$ cat config.mk
export PLATFORM = sky130hd
export DESIGN_NAME = sb_arbiter
export DESIGN_NICKNAME = d
export VERILOG_FILES = /design/src/rtl/sb_arbiter.sv
export SDC_FILE = /design/constraint.sdc
export NUM_CORES = 1
export LEC_CHECK = 0
export ABC_AREA = 0
export BUFFER_PORTS_ARGS = -buffer_cell sky130_fd_sc_hd__buf_2
export CAP_MARGIN = 5
export CORE_MARGIN = 4
export CORE_UTILIZATION = 45
export DETAILED_ROUTE_END_ITERATION = 8
export PLACE_DENSITY_LB_ADDON = 0.08
export SLEW_MARGIN = 40
export SYNTH_ARGS = -nofsm -noshare
export SYNTH_HDL_FRONTEND = slang
export SYNTH_SLANG_ARGS = --single-unit
$ cat constraint.sdc
create_clock -name clk -period 4.9 [get_ports clk]
set_input_delay 0.245 -clock clk [delete_from_list [all_inputs] [get_ports clk]]
set_output_delay 0.245 -clock clk [all_outputs]
set_load 0.01 [all_outputs]
$ cat src/rtl/sb_arbiter.sv
// sb_arbiter: shares the single SystemBridge slave port between two bus
// masters (CPU on port 0, DMA engine on port 1). Round-robin arbitration,
// optional bounded bus lock, one-cycle access strobe and a registered
// one-cycle ack carrying read data and the bridge exception flag.
module sb_arbiter #(
   parameter int ADDR_W   = 32,
   parameter int DATA_W   = 32,
   parameter int MAX_LOCK = 16
) (
   input  logic              clk,
   input  logic              reset,

   input  logic              m0_req,
   input  logic              m0_we,
   input  logic              m0_lock,
   input  logic [ADDR_W-1:0] m0_addr,
   input  logic [DATA_W-1:0] m0_wdata,
   output logic              m0_ack,
   output logic [DATA_W-1:0] m0_rdata,
   output logic              m0_exc,

   input  logic              m1_req,
   input  logic              m1_we,
   input  logic              m1_lock,
   input  logic [ADDR_W-1:0] m1_addr,
   input  logic [DATA_W-1:0] m1_wdata,
   output logic              m1_ack,
   output logic [DATA_W-1:0] m1_rdata,
   output logic              m1_exc,

   output logic              sb_writeEnable,
   output logic              sb_readEnable,
   output logic [ADDR_W-1:0] sb_address,
   output logic [DATA_W-1:0] sb_writeData,
   input  logic [DATA_W-1:0] sb_readData,
   input  logic              sb_exception,

   output logic [1:0]        owner
);

   localparam int LW = $clog2(MAX_LOCK + 1);

   typedef enum logic [2:0] {
      IDLE,
      ACC0,
      ACC1,
      RSP0,
      RSP1,
      HOLD0,
      HOLD1
   } state_t;

   state_t        state;
   logic          last;
   logic [LW-1:0] lcnt;

   logic          pick0;
   logic          lockRoom;

   // Master 0 wins in IDLE when it is the only requester or when master 1
   // was granted most recently; otherwise a pending master 1 gets the port.
   assign pick0 = m0_req & (~m1_req | last);

   // Another locked transaction is allowed only while the run stays below
   // MAX_LOCK, so the forced release happens after exactly MAX_LOCK of them.
   assign lockRoom = ({{(32-LW){1'b0}}, lcnt} + 32'd1) < MAX_LOCK;

   // Arbitration FSM; every output is registered and sb_* are loaded on the
   // transition into an ACC state so they are live for exactly that cycle.
   always_ff @(posedge clk or negedge reset) begin
      if (!reset) begin
         state          <= IDLE;
         last           <= 1'b1;
         lcnt           <= '0;
         owner          <= 2'b00;
         m0_ack         <= 1'b0;
         m1_ack         <= 1'b0;
         m0_rdata       <= '0;
         m1_rdata       <= '0;
         m0_exc         <= 1'b0;
         m1_exc         <= 1'b0;
         sb_writeEnable <= 1'b0;
         sb_readEnable  <= 1'b0;
         sb_address     <= '0;
         sb_writeData   <= '0;
      end else begin
         m0_ack         <= 1'b0;
         m1_ack         <= 1'b0;
         sb_writeEnable <= 1'b0;
         sb_readEnable  <= 1'b0;
         sb_address     <= '0;
         sb_writeData   <= '0;
         case (state)
            IDLE: begin
               if (pick0) begin
                  state          <= ACC0;
                  last           <= 1'b0;
                  owner          <= 2'b01;
                  sb_writeEnable <= m0_we;
                  sb_readEnable  <= ~m0_we;
                  sb_address     <= m0_addr;
                  sb_writeData   <= m0_wdata;
               end else if (m1_req) begin
                  state          <= ACC1;
                  last           <= 1'b1;
                  owner          <= 2'b10;
                  sb_writeEnable <= m1_we;
                  sb_readEnable  <= ~m1_we;
                  sb_address     <= m1_addr;
                  sb_writeData   <= m1_wdata;
               end
            end
            ACC0: begin
               m0_rdata <= sb_readData;
               m0_exc   <= sb_exception;
               m0_ack   <= 1'b1;
               state    <= RSP0;
            end
            ACC1: begin
               m1_rdata <= sb_readData;
               m1_exc   <= sb_exception;
               m1_ack   <= 1'b1;
               state    <= RSP1;
            end
            RSP0: begin
               if (m0_lock && lockRoom) begin
                  lcnt  <= lcnt + LW'(1);
                  state <= HOLD0;
               end else begin
                  lcnt  <= '0;
                  state <= IDLE;
                  owner <= 2'b00;
               end
            end
            RSP1: begin
               if (m1_lock && lockRoom) begin
                  lcnt  <= lcnt + LW'(1);
                  state <= HOLD1;
               end else begin
                  lcnt  <= '0;
                  state <= IDLE;
                  owner <= 2'b00;
               end
            end
            HOLD0: begin
               if (m0_req) begin
                  state          <= ACC0;
                  sb_writeEnable <= m0_we;
                  sb_readEnable  <= ~m0_we;
                  sb_address     <= m0_addr;
                  sb_writeData   <= m0_wdata;
               end else if (!m0_lock) begin
                  lcnt  <= '0;
                  state <= IDLE;
                  owner <= 2'b00;
               end
            end
            HOLD1: begin
               if (m1_req) begin
                  state          <= ACC1;
                  sb_writeEnable <= m1_we;
                  sb_readEnable  <= ~m1_we;
                  sb_address     <= m1_addr;
                  sb_writeData   <= m1_wdata;
               end else if (!m1_lock) begin
                  lcnt  <= '0;
                  state <= IDLE;
                  owner <= 2'b00;
               end
            end
            default: begin
               lcnt  <= '0;
               state <= IDLE;
               owner <= 2'b00;
            end
         endcase
      end
   end

endmodule
[Yosys cells after proc, flatten, opt, wreduce, memory -nomap -nowiden]
Cells that the tools add are included.
W data, S select, Z words.
Operators by class
  add/subtract/negate cells: 2
  magnitude comparators: 1
  eq/ne operators: 15
  multiplexer cells: 45
  bitwise operators: 7
  reduce and logical (&&, ||, !) cells: 10
Operators by type and width (count)
  $mux W32: 6
  $pmux W32 S3: 2
  $mux W5: 6
  $pmux W5 S5: 1
  $mux W3: 8
  $pmux W3 S7: 1
  $mux W2: 8
  $ne A2 B2 Y1 const B: 6
  $pmux W2 S6: 1
  $mux W1: 10
  $eq A3 B3 Y1 const B: 3
  $ne A3 B3 Y1 const B: 3
  $reduce_and A8 Y1: 1
  $add A5 B1 Y6 const B: 1
  $eq A3 B2 Y1 const B: 2
  $lt A6 B5 Y1 const B: 1
  $pmux W1 S3: 2
  $add A5 B1 Y5 const B: 1
  $not A1 Y1: 5
  $reduce_and A5 Y1: 1
  $eq A3 B1 Y1 const B: 1
  $logic_not A3 Y1: 1
  $reduce_and A3 Y1: 1
  $reduce_or A3 Y1: 1
  6 further kinds: 7
Storage, ports and cells
  register bits after elaboration: 145
  bits of input ports: 169
  logic and storage cells: 94

[Depth between registers and ports, before layout]
Gate-level depths: netlist (run 1).
  depth in word-level cells: 5
  gate-level depth with buffers: 7

[Worst setup path after synthesis (run 1)]
OpenSTA, ideal clock, no wires.
  path type: flip-flop to flip-flop
  start: register state[0]
  end: register m1_exc
  arrival: 1436 ps
  required time: 4775 ps
  path slack: 3339 ps
  cell stages (with the launch flop): 7
  path through: dfrtp_1 -> buf_6 -> inv_1 -> nand2_1 -> nor2_2 -> buf_4 -> mux2_2
Between the ends
  cells in the longest elaborated chain, start to end: 1
RTL lines
  start, declared: line 53  | state_t state;
  start signal, assigned: line 72  | state <= IDLE;
  start signal, assigned: line 96  | state <= ACC0;
  start signal, assigned: line 104  | state <= ACC1;
  $eq A3 B2 Y1: line 93  | case (state)
  end signal, assigned: line 121  | m1_exc <= sb_exception;
  end, declared: line 29  | output logic m1_exc,
No other way between the ends.
A chain may end at the register's enable or synchronous reset.

[Worst setup path after layout (run 1)]
  start: register state[2]
  end: register sb_writeData[26]
Between the ends
  cells in the longest elaborated chain, start to end: 2
  elaborated cells on any way between the ends: 4
  classes of those cells: eq/ne (2); mux (1); reduce/logical (1)
RTL lines
  $eq A3 B3 Y1 / $logic_not A3 Y1 (equally long branches): line 93
  $pmux W32 S3 (*): line 93
  end signal, assigned: line 102  | sb_writeData <= m0_wdata;
  end signal, assigned: line 110  | sb_writeData <= m1_wdata;
  end signal, assigned: line 151  | sb_writeData <= m0_wdata;
  end, declared: line 34  | output logic [DATA_W-1:0] sb_writeData,
Every way passes the cells marked *; elsewhere a longest branch is shown, timed or not.

==> impl_summary.log, run 1 <==
INFO  metric critical_path.max_fanout = 45
INFO  metric worstSetupStartpointType = flip-flop
INFO  metric largest_voltage_drop_on_the_vdd_net = 0.0002510 V
INFO  metric wl_per_cell = 18.01 um
INFO  metric fin_ws = 2693 ps
INFO  metric finalWirelength = 15560 um
INFO  metric critical_path_class = reg -> reg
INFO  metric syn-cell-area = 5645 um^2
INFO  metric leakage = 4.109 nW
INFO  metric slew_viol_final = 0
INFO  metric drc = 0
INFO  metric nNetsFinal = 853
INFO  metric crit_path_max_delay_cell_type = sky130_fd_sc_hd__dfrtp_1
INFO  metric cts.clk_slew.worst_paths = 60 ps
INFO  metric report.final.setup_viol = 0
INFO  metric placedCellCount = 831
INFO  metric cts.path.max_buffers = 2
INFO  metric power.density = 645.1 nW/um^2
INFO  metric die_h = 120.0 um
INFO  metric floorplan.die_area = 14400 um^2
INFO  metric syn_nets = 549
INFO  metric cp.arrival = 2550 ps
INFO  metric timing.max_cap.violations = 0
INFO  metric grt_pass1_vias = 4406
INFO  metric postSynthCellCount = 379
INFO  metric crit_chain = and2_1 -> a21oi_2 -> nor3b_4 -> buf_4 -> a22o_1
INFO  metric outcome = complete, no violations
INFO  metric finalWeightedCongestion = 0.8968
INFO  metric postSynth.topFlopCell = sky130_fd_sc_hd__dfrtp_1
INFO  metric grt_util_all_layers = 21.50%
INFO  metric global_route.peak_usage_layer = met2
INFO  metric worstSkewPairLatency = 410 ps
INFO  metric worst_pin_slew = 743.5 ps
INFO  metric skew = 6.836 ps
INFO  metric unrepaired_setup_endpoints_after_global_routing = false
INFO  metric ys_seq_area_share = 64.30%
INFO  metric final_layout_size_suffix_gt1_share = 60.06%
INFO  metric floorplan.core_area = 12160 um^2
INFO  metric worst_setup_path_end_kind = flip-flop
INFO  metric critical_path.n_buffers_inverters = 1
INFO  metric async_flop_share = 100.0%
INFO  metric drt_first_pass_iters = 4
INFO  metric count_of_flip_flops_with_a_built_in_enable_after_synthesis = 0
INFO  metric gr-total-overflow = 0
INFO  metric cts-buffers-inserted = 17
INFO  metric dp_slack = 2702 ps
INFO  metric final_antenna_net_count = 0
INFO  metric max_slew_headroom_at_the_worst_pin = 50.43%
INFO  metric grt_first_pass_wirelength = 23630 um
INFO  metric cts_tree = yes
INFO  metric hold_path.class = in -> reg
INFO  metric initial_antenna_violation_count = 0
INFO  metric cts_num_sinks = 145
INFO  metric post-route-period-util = 45.03%
INFO  metric io_pins = 305
INFO  metric critical_path.top_delay_family = flip-flops
INFO  metric worst_path_largest_cell_delay = 690 ps
INFO  metric grt_max_degree = 95
INFO  metric area_growth_syn_to_layout = 39.38%
INFO  metric finish.cell_count_without_fillers = 864
INFO  metric timing_hold_violations_final = 0
INFO  metric grt.met2_usage = 35.90%
INFO  metric routed-via-count = 4387
INFO  metric postSynthRegisterBits = 145
INFO  metric die_w = 120.0 um
INFO  metric groute.layer.met3.usage = 7.022%
INFO  metric floorplan.initialDensity = 46.42%
INFO  metric buffer_ports.inserted = 304
INFO  metric syn_avg_cell_area = 14.90 um^2
INFO  metric maxClockFrequency = 0.4532 GHz
INFO  metric clk_root_buffer_cell = sky130_fd_sc_hd__clkbuf_16
INFO  metric drt_first_iter_violations = 287
INFO  metric drt-vias-per-instance = 5.078
INFO  metric globalRouteMet1Util = 26.13%
INFO  metric netlist-cell-type-count = 41
INFO  metric ctsHtreeMaxLevel = 4
INFO  metric timing.final.crit_period = 2207 ps
INFO  metric cts_setup_buffers = 0
INFO  metric critPathRequiredTime = 5250 ps
INFO  metric tns = 0 ps
INFO  metric core.rowCount = 40
INFO  metric antenna_cells = 0
INFO  metric place_hpwl = 11880 um
INFO  metric yosys_warnings = 0
cell families (layout without fill, tap and decap cells):
kind of cell | count (synthesis) | in the layout | share of synthesized area, %
adders and majority gates | 1 | 1 | 0.2216
DFF | 145 | 145 | 64.30
AOI/OAI and AO/OA | 96 | 96 | 14.58
and+or+nand+nor | 39 | 39 | 3.967
buffers and inverters | 32 | 349 | 3.768
muxes | 66 | 66 | 13.16
per-layer routing:
layer  vias to the layer above  part of all wire, %
met5                         -                    0
met4                         0                  1.9
met3                        22                  8.9
met2                       217                   51
met1                      2135                   39
li1                       2013                    -
path summary, 6_finish.rpt:
| path | start | endpoint | slack, ps | depth (start not counted) |
|---|---|---|---|---|
| worst max-delay path | state[2] | sb_writeData[26] | 2690 | 5 |
| worst min-delay path | m1_addr[21] | sb_address[21] | 50 | 2 |
| worst max register to register | state[2] | sb_writeData[26] | 2690 | 5 |
| worst min register to register | m1_rdata[28] | m1_rdata[28] | 500 | 1 |
| max in group asynchronous | reset | m0_rdata[15] | 3250 | 3 |
| min in group asynchronous | reset | m1_rdata[23] | 440 | 2 |
cell usage in the layout (no fill, tap or decap), types with 2 or more instances in the layout:
cell type,n
sky130_fd_sc_hd__clkbuf_1,3
sky130_fd_sc_hd__inv_1,6
sky130_fd_sc_hd__and2_1,2
sky130_fd_sc_hd__o21ai_1,2
sky130_fd_sc_hd__nor2b_1,5
sky130_fd_sc_hd__nand2b_1,2
sky130_fd_sc_hd__a21oi_1,4
sky130_fd_sc_hd__a211oi_1,3
sky130_fd_sc_hd__clkinv_2,3
sky130_fd_sc_hd__mux2_2,66
sky130_fd_sc_hd__a32oi_1,2
sky130_fd_sc_hd__nor2_1,5
sky130_fd_sc_hd__clkbuf_8,9
sky130_fd_sc_hd__dfrtp_1,144
sky130_fd_sc_hd__o21ai_0,5
sky130_fd_sc_hd__nor3_1,2
sky130_fd_sc_hd__a21boi_0,2
sky130_fd_sc_hd__nand3_1,3
sky130_fd_sc_hd__a32o_1,2
sky130_fd_sc_hd__nor2_4,2
sky130_fd_sc_hd__a22o_1,66
sky130_fd_sc_hd__buf_2,303
sky130_fd_sc_hd__clkbuf_16,17
sky130_fd_sc_hd__buf_4,3
sky130_fd_sc_hd__or2_2,3
sky130_fd_sc_hd__nand2_1,10
where the power goes:
part | switching [mW] | internal [mW]
Sequential | 0.261 | 1.70
Combinational | 0.967 | 0.939
Clock | 0.454 | 0.753
worst register-to-register path: stages (launching register included):
cell	delay [ps]
sky130_fd_sc_hd__dfrtp_1	690
sky130_fd_sc_hd__and2_1	270
sky130_fd_sc_hd__a21oi_2	60
sky130_fd_sc_hd__nor3b_4	390
sky130_fd_sc_hd__buf_4	470
sky130_fd_sc_hd__a22o_1	260
final cells by class:
cell class              instances  area [um^2]
fillers                       973         4293
flip-flops and latches        145         3630
multi-input cells             202         1821
repair buffers                311         1617
clock buffers                  28        546.8
well taps                     168        210.2
clock inverters                 4        22.52
inverters                       6        22.52
cells in the mapped netlist (2+ instances only):
cell / count / area, um^2
sky130_fd_sc_hd__dfrtp_1: 144 / 3603
sky130_fd_sc_hd__a22o_1: 66 / 578.1
sky130_fd_sc_hd__mux2_2: 66 / 743.2
sky130_fd_sc_hd__buf_4: 14 / 105.1
sky130_fd_sc_hd__nand2_1: 10 / 37.54
sky130_fd_sc_hd__buf_2: 8 / 40.04
sky130_fd_sc_hd__inv_1: 6 / 22.52
sky130_fd_sc_hd__nor2_1: 5 / 18.77
sky130_fd_sc_hd__nor2b_1: 5 / 31.28
sky130_fd_sc_hd__o21ai_0: 5 / 25.02
sky130_fd_sc_hd__a21oi_1: 4 / 20.02
sky130_fd_sc_hd__buf_6: 4 / 45.04
sky130_fd_sc_hd__a211oi_1: 3 / 22.52
sky130_fd_sc_hd__nand3_1: 3 / 15.01
sky130_fd_sc_hd__or2_2: 3 / 18.77
sky130_fd_sc_hd__a21boi_0: 2 / 15.01
sky130_fd_sc_hd__a32o_1: 2 / 20.02
sky130_fd_sc_hd__a32oi_1: 2 / 17.52
sky130_fd_sc_hd__and2_1: 2 / 12.51
sky130_fd_sc_hd__nand2b_1: 2 / 12.51
sky130_fd_sc_hd__nor3_1: 2 / 10.01
sky130_fd_sc_hd__o21ai_1: 2 / 10.01
stage by stage:
step	util, %	power (mW)	area (um^2)	hold slack, ps
global route	64.70	5.383	7869	24.84
detailed placement	59.92	3.919	7287	384.2
global placement	59.48	3.826	7233	378.7
finish	64.70	5.076	7869	46.91
CTS	64.68	5.147	7866	21.71
floorplan	-	3.124	5645	-50.59
sequential cells by signal, indices dropped and copies added, names as in the netlist, 2 cells and up:
| register | flops |
|---|---|
| m0_rdata | 32 |
| m1_rdata | 32 |
| sb_address | 32 |
| sb_writeData | 32 |
| lcnt | 5 |
| state | 3 |
| owner | 2 |
repair_timing:
| item | in CTS | in global routing |
|---|---|---|
| resized for setup | 0 | 0 |
| hold buffers | 1 | 0 |
| hold endpoints to repair | 93 | 0 |
Note: power is estimated with default switching activity, not from simulation.
==> run 2: changes to the inputs <==
--- a/config.mk
+++ b/config.mk
@@ -9,7 +9,7 @@
 export BUFFER_PORTS_ARGS = -buffer_cell sky130_fd_sc_hd__buf_2
 export CAP_MARGIN = 5
 export CORE_MARGIN = 4
-export CORE_UTILIZATION = 45
+export CORE_UTILIZATION = 40
 export DETAILED_ROUTE_END_ITERATION = 8
 export PLACE_DENSITY_LB_ADDON = 0.08
 export SLEW_MARGIN = 40
==> constraint.sdc (replaced) <==
create_clock -name clk -period 2 [get_ports clk]
set_input_delay 0.1 -clock clk [delete_from_list [all_inputs] [get_ports clk]]
set_output_delay 0.1 -clock clk [all_outputs]
set_load 0.01 [all_outputs]
==> run 2 against run 1 <==
Flip-flop and latch count did not move. Core utilization increased by 5.7 points. Setup slack got worse by 2500 ps. Routed wire length increased by 24%. Final cell count rose by 21%. Fmax increased by 24%. Worst hold slack improved by 2.5 ps. Count of clock-buffer cells in the layout fell by 5. Clock power grew to 3.0 times the previous value. Via count up 19%. Largest cell class unchanged.
==> impl_summary.log, run 2 (synthesis gave the netlist of run 1 again) <==
INFO  metric min_to = owner[0]
INFO  metric grt_pass1_vias = 5708 (+30%)
INFO  metric timing.final.crit_period = 1774 ps (-432.5 ps)
INFO  metric finalWeightedCongestion = 0.8471 (-5.5%)
INFO  metric drc = 0 (unchanged)
INFO  metric core.rowCount = 43 (+7.5%)
INFO  metric timing.max_cap.violations = 0 (unchanged)
INFO  metric place_hpwl = 11950 um (+0.52%)
INFO  metric internal_power = 9.230 mW (+170%)
INFO  metric cts.path.max_buffers = 2 (unchanged)
INFO  metric cts_tree = yes
INFO  metric slew_viol_final = 0 (unchanged)
INFO  metric power = 13.58 mW (+170%)
INFO  metric hold_slack = 49.46 ps (+2.550 ps)
INFO  metric grt_util_all_layers = 23.89% (+2.4 points)
INFO  metric layout.cells.most_common_list = sky130_fd_sc_hd__buf_2, sky130_fd_sc_hd__dlygate4sd3_1, sky130_fd_sc_hd__dfrtp_1
INFO  metric finalWirelength = 19350 um (+24%)
INFO  metric nNetsFinal = 1022 (+20%)
INFO  metric drt-vias-per-instance = 5.002 (-1.5%)
INFO  metric clk_root_buffer_cell = sky130_fd_sc_hd__clkbuf_16
INFO  metric hold_path.class = in -> reg
INFO  metric wl_per_cell = 18.49 um (+2.7%)
INFO  metric worstSetupStartpointType = flip-flop
INFO  metric worst_pin_slew = 667.4 ps (-76.10 ps)
INFO  metric cts.clk_slew.worst_paths = 60 ps (about the same)
INFO  metric timing_hold_violations_final = 0 (unchanged)
INFO  metric post-route-period-util = 88.70% (+44 points)
INFO  metric r2r-end = sb_address[28]
INFO  metric grt_max_degree = 71 (-25%)
INFO  metric outcome = complete, no violations
INFO  metric switching_power = 4.354 mW (+160%)
INFO  metric io_pins = 305 (unchanged)
INFO  metric worstSkewPairLatency = 420 ps (about the same)
INFO  metric final_layout_size_suffix_gt1_share = 48.90% (-11 points)
INFO  metric die_h = 126.8 um (+5.7%)
INFO  metric die_w = 126.8 um (+5.7%)
INFO  metric cts-buffers-inserted = 17 (unchanged)
INFO  metric critical_path.top_delay_family = flip-flops
INFO  metric worstHoldPathCells = 3 (+1)
INFO  metric power.density = 1396 nW/um^2 (+120%)
INFO  metric initial_antenna_violation_count = 1 (+1)
INFO  metric skew = 11.00 ps (+4.166 ps)
INFO  metric floorplan.die_area = 16080 um^2 (+12%)
INFO  metric cts_setup_buffers = 0 (unchanged)
INFO  metric buffer_ports.inserted = 304 (unchanged)
INFO  metric report.final.setup_viol = 0 (unchanged)
INFO  metric largest_voltage_drop_on_the_vdd_net = 0.0008623 V (+240%)
INFO  metric worst-r2r-setup-slack = 230 ps (-2470 ps)
INFO  metric gr-total-overflow = 0 (unchanged)
INFO  metric worstReg2RegStart = state[0]
INFO  metric rr_worst_depth = 5 (unchanged)
INFO  metric p_sw_share = 32.05% (-1.1 points)
INFO  metric final_antenna_net_count = 0 (unchanged)
INFO  metric cts_resized = 0 (unchanged)
INFO  metric floorplan.initialDensity = 40.83% (-5.6 points)
INFO  metric worst_setup_path_end_kind = flip-flop
INFO  metric drt_first_pass_iters = 6 (+2)
INFO  metric leakage = 4.879 nW (+19%)
INFO  metric area_growth_syn_to_layout = 72.34%
INFO  metric cts_num_sinks = 145 (unchanged)
INFO  metric maxClockFrequency = 0.5637 GHz (+24%)
INFO  metric critical_path.max_fanout = 35 (-22%)
INFO  metric final_common_cell = sky130_fd_sc_hd__buf_2
INFO  metric critical_path_class = reg -> reg
INFO  metric critical_path.n_buffers_inverters = 1 (unchanged)
INFO  metric min_from = m0_req
INFO  metric worst_path_largest_cell_delay = 620 ps (-70 ps)
INFO  metric pwr-share-seq = 35.1% (-3.6 points)
INFO  metric crit_path_max_delay_cell_type = sky130_fd_sc_hd__dfrtp_1
INFO  metric grt_first_pass_wirelength = 29880 um (+26%)
INFO  metric cp.arrival = 2120 ps (-430 ps)
INFO  metric routed-via-count = 5232 (+19%)
INFO  metric power_frac_comb = 38.4% (+0.8 points)
INFO  metric ctsHtreeMaxLevel = 4 (unchanged)
INFO  metric max_slew_headroom_at_the_worst_pin = 55.50% (+5.1 points)
INFO  metric critPathRequiredTime = 2350 ps (-2900 ps)
INFO  metric unrepaired_setup_endpoints_after_global_routing = false
INFO  metric clock_power_share = 26.6% (+2.8 points)
INFO  metric drt_first_iter_violations = 301 (+4.9%)
INFO  metric crit_chain = and2_1 -> a21oi_2 -> nor3b_4 -> buf_12 -> a22o_1
INFO  metric tns = 0 ps (unchanged)
INFO  metric floorplan.core_area = 13830 um^2 (+14%)
## run 2: cell types whose count changed in the layout (fill, tap and decap cells not counted)
| cell | change |
|---|---|
| sky130_fd_sc_hd__bufinv_16 | +6 |
| sky130_fd_sc_hd__buf_8 | -1 |
| sky130_fd_sc_hd__dlygate4sd3_1 | +164 |
| sky130_fd_sc_hd__clkbuf_8 | -6 |
| sky130_fd_sc_hd__buf_4 | +1 |
| sky130_fd_sc_hd__buf_12 | +7 |
| sky130_fd_sc_hd__buf_16 | -1 |
| sky130_fd_sc_hd__diode_2 | +1 |
| sky130_fd_sc_hd__clkinv_4 | +1 |
| sky130_fd_sc_hd__clkinv_2 | -2 |
## run 2: what timing repair did
item	in CTS	in global routing
endpoints found under the setup margin	0	0
endpoints found under the hold margin	200	0
hold buffers	165	0
## run 2: final cells by class
class,count,area [um^2]
diodes,1,2.502
clock buffers,23,478.0
clock inverters,9,201.4
fillers,919,4098
inverters,6,22.52
multi-input cells,202,1821
flip-flops and latches,145,3630
well taps,180,225.2
repair buffers,480,3349
## run 2: power by group through the flow
| stage | logic [mW] | clock network, mW | registers (mW) |
|---|---|---|---|
| after CTS | 5.21 | 3.67 | 4.75 |
| after global placement | 4.86 | 0 | 4.74 |
| after detailed placement | 4.95 | 0 | 4.79 |
| final | 5.21 | 3.61 | 4.76 |
| after floorplan | 2.35 | 0 | 5.30 |
| after global routing | 5.57 | 3.80 | 4.92 |
## run 2: worst min-delay path, stage by stage
cell and delay, ps:
sky130_fd_sc_hd__buf_2 170, sky130_fd_sc_hd__nand3_1 80, sky130_fd_sc_hd__o21ai_0 70
## run 2: routing by layer
metal  wire (um)  vias up  track usage (%)  part of all wire, %
li1            -     2352                -                    -
met3        1706       60            8.337                  8.8
met1        7231     2540            27.08                   37
met2        9603      280            39.66                   50
met4         805        0            12.81                  4.2
met5           0        -                0                    0
## run 2: metrics by stage
stage	area, um^2	util, %	cells	setup slack (ps)
final	9729	70.36	1046	225.9
after floorplan	5645	-	379	438.7
after CTS	9727	70.35	1045	246.9
after global routing	9729	70.36	1046	106.0
after global placement	7396	53.49	848	290.9
after detailed placement	7396	53.49	848	258.1
## run 2: how the worst max path moves through the flow
stage / start / end / slack, ps / cells past startpoint
floorplan: state[0] / m1_exc / 440 / 6
global placement: state[0] / sb_address[22] / 290 / 5
detailed placement: state[0] / sb_address[22] / 260 / 5
CTS: state[0] / sb_address[28] / 250 / 5
global route: state[0] / sb_address[28] / 110 / 5
finish: state[0] / sb_address[28] / 230 / 5
